`config.mk`:
```
export PLATFORM = sky130hd
export DESIGN_NAME = z80_io_master
export DESIGN_NICKNAME = d
export VERILOG_FILES = /design/src/rtl/z80_io_master.sv
export SDC_FILE = /design/constraint.sdc
export NUM_CORES = 1
export LEC_CHECK = 0
export ABC_CLOCK_PERIOD_IN_PS = 2700
export CAP_MARGIN = 15
export CORE_MARGIN = 4
export CORE_UTILIZATION = 47
export CTS_CLUSTER_DIAMETER = 40
export DETAILED_ROUTE_END_ITERATION = 6
export PLACE_DENSITY = 0.76
export SYNTH_ARGS = -nofsm -noshare
export SYNTH_HDL_FRONTEND = slang
export SYNTH_SLANG_ARGS = --single-unit
```
`constraint.sdc`:
```
create_clock -name clk25 -period 2.7 [get_ports clk25]
set_input_delay 0.54 -clock clk25 [delete_from_list [all_inputs] [get_ports clk25]]
set_output_delay 0.54 -clock clk25 [all_outputs]
set_load 0.005 [all_outputs]
```
`src/rtl/z80_io_master.sv`:
```
// Z80-style bus master: turns single host requests into Z80 memory or I/O
// read/write bus cycles (T1, T2, optional TW, T3) on a divided bus clock.
// Optional feature macro: WAIT_TIMEOUT_EN. When it is defined, a WAIT line
// held low for 255 consecutive wait states ends the cycle with rsp_err = 1.
// When it is undefined, wait states repeat for as long as WAIT stays low.
module z80_io_master #(
    parameter int CLK_DIV = 4
) (
    input  logic       clk25,
    input  logic       RESET,
    input  logic       cmd_valid,
    output logic       cmd_ready,
    input  logic       cmd_write,
    input  logic       cmd_mem,
    input  logic [7:0] cmd_addr,
    input  logic [7:0] cmd_data,
    output logic       rsp_valid,
    output logic [7:0] rsp_data,
    output logic       rsp_err,
    output logic       Z80_CLK,
    output logic [7:0] A,
    output logic [7:0] D_OUT,
    output logic       D_OE,
    input  logic [7:0] D_IN,
    output logic       MREQ,
    output logic       IORQ,
    output logic       RD,
    output logic       WR,
    output logic       M1,
    input  logic       WAIT
);

    localparam logic [7:0] DIV_MAX = 8'(CLK_DIV - 1);

    typedef enum logic [2:0] {
        ST_IDLE = 3'd0,
        ST_T1   = 3'd1,
        ST_T2   = 3'd2,
        ST_TW   = 3'd3,
        ST_T3   = 3'd4
    } state_t;

    // Bus clock divider
    logic [7:0] div_q;
    logic [7:0] div_d;
    logic       zclk_q;
    logic       zclk_d;
    logic       tick_s;

    // Bus cycle state and latched request
    state_t     state_q;
    logic       pend_q;
    logic       cmd_ready_q;
    logic       lat_write_q;
    logic       lat_mem_q;
    logic [7:0] lat_addr_q;
    logic [7:0] lat_data_q;

    // Registered bus and response outputs
    logic [7:0] a_q;
    logic [7:0] dout_q;
    logic       doe_q;
    logic       mreq_q;
    logic       iorq_q;
    logic       rd_q;
    logic       wr_q;
    logic       rsp_valid_q;
    logic [7:0] rsp_data_q;

    // Wait-state decision on the current tick
    logic       wait_hold_s;
    logic       timeout_s;

`ifdef WAIT_TIMEOUT_EN
    logic [7:0] wcnt_q;
    logic       tout_q;
    logic       rsp_err_q;
`endif

    // Divider next state: toggle Z80_CLK every CLK_DIV cycles, tick on each rise
    always_comb begin
        div_d  = div_q + 8'd1;
        zclk_d = zclk_q;
        tick_s = 1'b0;
        if (div_q == DIV_MAX) begin
            div_d  = 8'd0;
            zclk_d = ~zclk_q;
            tick_s = ~zclk_q;
        end else begin
            div_d  = div_q + 8'd1;
        end
    end

    // Divider registers
    always_ff @(posedge clk25 or negedge RESET) begin
        if (!RESET) begin
            div_q  <= 8'd0;
            zclk_q <= 1'b0;
        end else begin
            div_q  <= div_d;
            zclk_q <= zclk_d;
        end
    end

    // Decide whether a low WAIT holds the cycle in TW or (on timeout) releases it
    always_comb begin
`ifdef WAIT_TIMEOUT_EN
        wait_hold_s = ~WAIT & (wcnt_q != 8'hFF);
        timeout_s   = ~WAIT & (wcnt_q == 8'hFF);
`else
        wait_hold_s = ~WAIT;
        timeout_s   = 1'b0;
`endif
    end

    // Bus cycle sequencer with registered strobes, address, data and response
    always_ff @(posedge clk25 or negedge RESET) begin
        if (!RESET) begin
            state_q     <= ST_IDLE;
            pend_q      <= 1'b0;
            cmd_ready_q <= 1'b0;
            lat_write_q <= 1'b0;
            lat_mem_q   <= 1'b0;
            lat_addr_q  <= 8'h00;
            lat_data_q  <= 8'h00;
            a_q         <= 8'h00;
            dout_q      <= 8'h00;
            doe_q       <= 1'b0;
            mreq_q      <= 1'b1;
            iorq_q      <= 1'b1;
            rd_q        <= 1'b1;
            wr_q        <= 1'b1;
            rsp_valid_q <= 1'b0;
            rsp_data_q  <= 8'h00;
`ifdef WAIT_TIMEOUT_EN
            wcnt_q      <= 8'd0;
            tout_q      <= 1'b0;
            rsp_err_q   <= 1'b0;
`endif
        end else begin
            rsp_valid_q <= 1'b0;
            case (state_q)
                ST_IDLE: begin
                    if (pend_q) begin
                        // Request latched: start T1 on the next bus clock rise
                        if (tick_s) begin
                            state_q <= ST_T1;
                            pend_q  <= 1'b0;
                            a_q     <= lat_addr_q;
                            dout_q  <= lat_write_q ? lat_data_q : 8'h00;
                            doe_q   <= lat_write_q;
                            mreq_q  <= ~lat_mem_q;
`ifdef WAIT_TIMEOUT_EN
                            wcnt_q  <= 8'd0;
                            tout_q  <= 1'b0;
`endif
                        end
                    end else if (cmd_valid && cmd_ready_q) begin
                        pend_q      <= 1'b1;
                        cmd_ready_q <= 1'b0;
                        lat_write_q <= cmd_write;
                        lat_mem_q   <= cmd_mem;
                        lat_addr_q  <= cmd_addr;
                        lat_data_q  <= cmd_data;
                    end else begin
                        cmd_ready_q <= 1'b1;
                    end
                end
                ST_T1: begin
                    if (tick_s) begin
                        state_q <= ST_T2;
                        mreq_q  <= ~lat_mem_q;
                        iorq_q  <= lat_mem_q;
                        rd_q    <= lat_write_q;
                        wr_q    <= ~lat_write_q;
                    end
                end
                ST_T2: begin
                    if (tick_s) begin
                        if (!lat_mem_q) begin
                            // I/O cycles always get one automatic wait state
                            state_q <= ST_TW;
                        end else if (wait_hold_s) begin
                            state_q <= ST_TW;
`ifdef WAIT_TIMEOUT_EN
                            wcnt_q  <= wcnt_q + 8'd1;
`endif
                        end else begin
                            state_q    <= ST_T3;
                            rsp_data_q <= (timeout_s || lat_write_q) ? 8'h00 : D_IN;
`ifdef WAIT_TIMEOUT_EN
                            tout_q     <= timeout_s;
`endif
                        end
                    end
                end
                ST_TW: begin
                    if (tick_s) begin
                        if (wait_hold_s) begin
                            state_q <= ST_TW;
`ifdef WAIT_TIMEOUT_EN
                            wcnt_q  <= wcnt_q + 8'd1;
`endif
                        end else begin
                            state_q    <= ST_T3;
                            rsp_data_q <= (timeout_s || lat_write_q) ? 8'h00 : D_IN;
`ifdef WAIT_TIMEOUT_EN
                            tout_q     <= timeout_s;
`endif
                        end
                    end
                end
                ST_T3: begin
                    if (tick_s) begin
                        state_q     <= ST_IDLE;
                        mreq_q      <= 1'b1;
                        iorq_q      <= 1'b1;
                        rd_q        <= 1'b1;
                        wr_q        <= 1'b1;
                        doe_q       <= 1'b0;
                        rsp_valid_q <= 1'b1;
                        cmd_ready_q <= 1'b1;
`ifdef WAIT_TIMEOUT_EN
                        rsp_err_q   <= tout_q;
`endif
                    end
                end
                default: begin
                    state_q <= ST_IDLE;
                    mreq_q  <= 1'b1;
                    iorq_q  <= 1'b1;
                    rd_q    <= 1'b1;
                    wr_q    <= 1'b1;
                    doe_q   <= 1'b0;
                    pend_q  <= 1'b0;
                end
            endcase
        end
    end

    assign cmd_ready = cmd_ready_q;
    assign rsp_valid = rsp_valid_q;
    assign rsp_data  = rsp_data_q;
`ifdef WAIT_TIMEOUT_EN
    assign rsp_err   = rsp_err_q;
`else
    assign rsp_err   = 1'b0;
`endif
    assign Z80_CLK   = zclk_q;
    assign A         = a_q;
    assign D_OUT     = dout_q;
    assign D_OE      = doe_q;
    assign MREQ      = mreq_q;
    assign IORQ      = iorq_q;
    assign RD        = rd_q;
    assign WR        = wr_q;
    // No opcode fetches are ever issued
    assign M1        = 1'b1;

endmodule

```
==> impl_results.md <==
* Wire length per cell at about 14 um
* Fin. Hold Viols at 0
* Vias in the first global route at about 1800
* Worst Path Arrival at roughly 2.3 ns
* Skew final at about 0.0055 ns
* Initial antenna violation count at 0
* Power per cell area at ~890 nW/um^2
* Core Box Area at 5540 um^2
* H-tree depth at 3
* DP Wirelength at 3581 um
* Post-Place Setup Slack at 0.6109 ns
* Post-synth top area share at between 50% and 60%
* Area delta synth->final at 30.31%
* Ant. Diodes at 0
* DR vias at between 1500 and 2000
* Yosys warns at 0
* Final period utilization at 77.60%
* Hold Crit Class: input port to asynchronous set/reset pin
* Cts bufs inserted at 9
* Routed Antenna Nets at 0
* Drt first pass iters at 4
* Grt ovf at 0
* Status: finished clean
* Worst skew pair latency at approximately 0.33 ns
* Clk pin slew, worst setup/hold paths at 0.07 ns
* Library cells used by synthesis at 39
* CTS Hold Buffers Added at 0
* First-pass GRT wire length at around 8800 um
* Unrepaired setup endpoints after global routing: false
* CTS tree: done
* DRC violations left at 0
* Area leader, netlist: dfrtp_1
* DRT iter0 DRCs at 79
* DIE HEIGHT at between 80 and 90 um
* Largest net degree at the start of global routing at 37
* Worst slew margin at 56.07%
* Maximum fanout along the worst path at 9
* R2R Path Start: div_q[0]
* #FFs+latches synth at a little over 60
* Pins Over Slew Limit at 0
* Layout cells sized above 1 at 21.80%
* Critical path class: flop to flop
* R2R setup slack at 0.60 ns
* Die area at about 7000 um^2
* Sequential share of the synthesized area at between 50 and 60%
* GPL Wtd Cong at around 0.8
* CTS resizes at 0
* Postcts setup bufs at 0
* Post-Syn Instances at 223
* Chip Width at roughly 84 um
* Syn nets at roughly 250
* Avg Cell Area, Syn at around 12 um^2
* Achievable Freq at ~480 MHz
* Worst setup startpoint: div_q[0]
* Synth top area cells: dfrtp_1 54%, mux2_2 14%, dfstp_2 3.9%, nand2_1 2.8%, o21ai_0 2.6%
* # nets final at roughly 320
* Finished Core Util at 63.60%
* Mapped Area at ~2700 um^2
* CP Capture Type: flop
* Final setup violation count at 0
* I/O pin total at between 60 and 70
* Worst Hold Slack at ~0.22 ns
* Starting density of the core at between 40% and 50%
* Setup_tns at 0 ns
* Minimum clock period at 2.095 ns
* CP Data Required Time at 2.92 ns
* Port bufs at approximately 60
* Peak supply drop at 0.6134 mV
* Worst setup SP type: flop
* Clk root buf: clkbuf_8
* # rows at 27
* WL final at a little over 5000 um
* Total GRT Usage at roughly 16%
* Slew @ Worst Pin at 0.6589 ns
* DR vias/cell at 5.091
* Clock Sinks at 62
* Final setup margin at slightly above 0.6 ns
* Clock tree buffer depth at 2
* Leakage power at between 1 and 1.5 nW
* Max Cap Viol at 0
==> cell type report <==
| cell class | instances | area, um^2 |
|---|---|---|
| clock buffer | 12 | 145.1 |
| tap | 72 | 90.09 |
| clock inverter | 4 | 22.52 |
| sequential | 62 | 1556 |
| fill | 452 | 2017 |
| timing repair buffer | 64 | 640.6 |
| inverter | 5 | 18.77 |
| multi-input combinational | 142 | 1050 |
==> cells in the final DEF, fill, tap and decap left out, types with 3 or more instances in the layout <==
cell type	count
clkdlybuf4s50_1	60
dfrtp_1	58
mux2_2	34
nand2_1	20
o21ai_0	14
nor2b_1	10
clkbuf_8	10
nor2_1	9
xnor2_1	7
nand3_1	6
a21oi_1	6
inv_1	5
nor3_1	5
dfstp_2	4
nor4b_1	3
a211oi_1	3
clkinv_2	3
==> worst max-delay path, stage by stage (launching register included) <==
cell and delay [ns]:
dfrtp_1 0.40, ha_1 0.27, or4b_4 0.51, nor2_1 0.27, nand2_2 0.22, mux2_2 0.32
==> power by group <==
part           total, mW  internal (mW)  switching, mW
registers           1.51           1.25          0.265
clock network      0.694          0.354          0.340
logic              0.924          0.611          0.313
total               3.13           2.21          0.919
==> routing by layer <==
metal | global-route usage (%) | vias up | part of all wire (%)
li1 | - | 889 | -
met1 | 19.04 | 884 | 41
met2 | 25.02 | 59 | 49
met3 | 8.095 | 6 | 8.6
met4 | 4.825 | 0 | 0.94
met5 | 0 | - | 0
==> registers in the layout, summed over array words and instances (netlist names), 3 cells and up <==
name / cells
A: 8
D_OUT: 8
lat_addr_q: 8
lat_data_q: 8
div_q: 8
state_q: 3
rsp_data: 8
==> through the flow <==
| stage | instance area [um^2] | cells | power (mW) |
|---|---|---|---|
| 5_1_grt | 3523 | 361 | 3.362 |
| 3_5_place_dp | 3356 | 345 | 2.469 |
| 6_report | 3523 | 361 | 3.132 |
| 2_1_floorplan | 2704 | 223 | 1.997 |
| 3_3_place_gp | 3356 | 345 | 2.431 |
| 4_1_cts | 3523 | 361 | 3.185 |
==> cells in the mapped netlist (all sizes together) <==
library cell	number
dfrtp	58
mux2	34
nand2	21
o21ai	14
nor2b	10
nor2	9
buf	8
xnor2	7
a21oi	6
clkbuf	6
nand3	6
nor3	6
inv	5
dfstp	4
a211oi	3
nor4b	3
and3	2
conb	2
nand4b	2
nor3b	2
o22a	2
o31ai	2
or2	2
a221oi	1
and4b	1
ha	1
nor4	1
o211ai	1
o21bai	1
o32ai	1
or4	1
or4b	1
==> kinds of logic (layout without fill, tap and decap cells) <==
| logic type | count (synthesis) | in the layout | share of synthesized area [%] |
|---|---|---|---|
| DFF | 62 | 62 | 57.57 |
| xor gates and xnor gates | 7 | 7 | 2.268 |
| adders and majority gates | 1 | 1 | 0.4627 |
| other | 2 | 2 | 0.2778 |
| muxes | 34 | 34 | 14.16 |
| AOI/OAI and AO/OA | 31 | 31 | 6.942 |
| buffers and inverters | 19 | 85 | 3.609 |
| and+or+nand+nor | 67 | 67 | 14.72 |
==> final timing paths <==
check                                end  cells past startpoint
min in group clk25              div_q[7]                      1
setup reg to reg             rsp_data[4]                      5
hold reg to reg                 div_q[7]                      1
max in group asynchronous  lat_addr_q[3]                      2
setup / recovery             rsp_data[4]                      5
hold / removal                  D_OUT[0]                      1
Power figures use the tool's default switching activity.
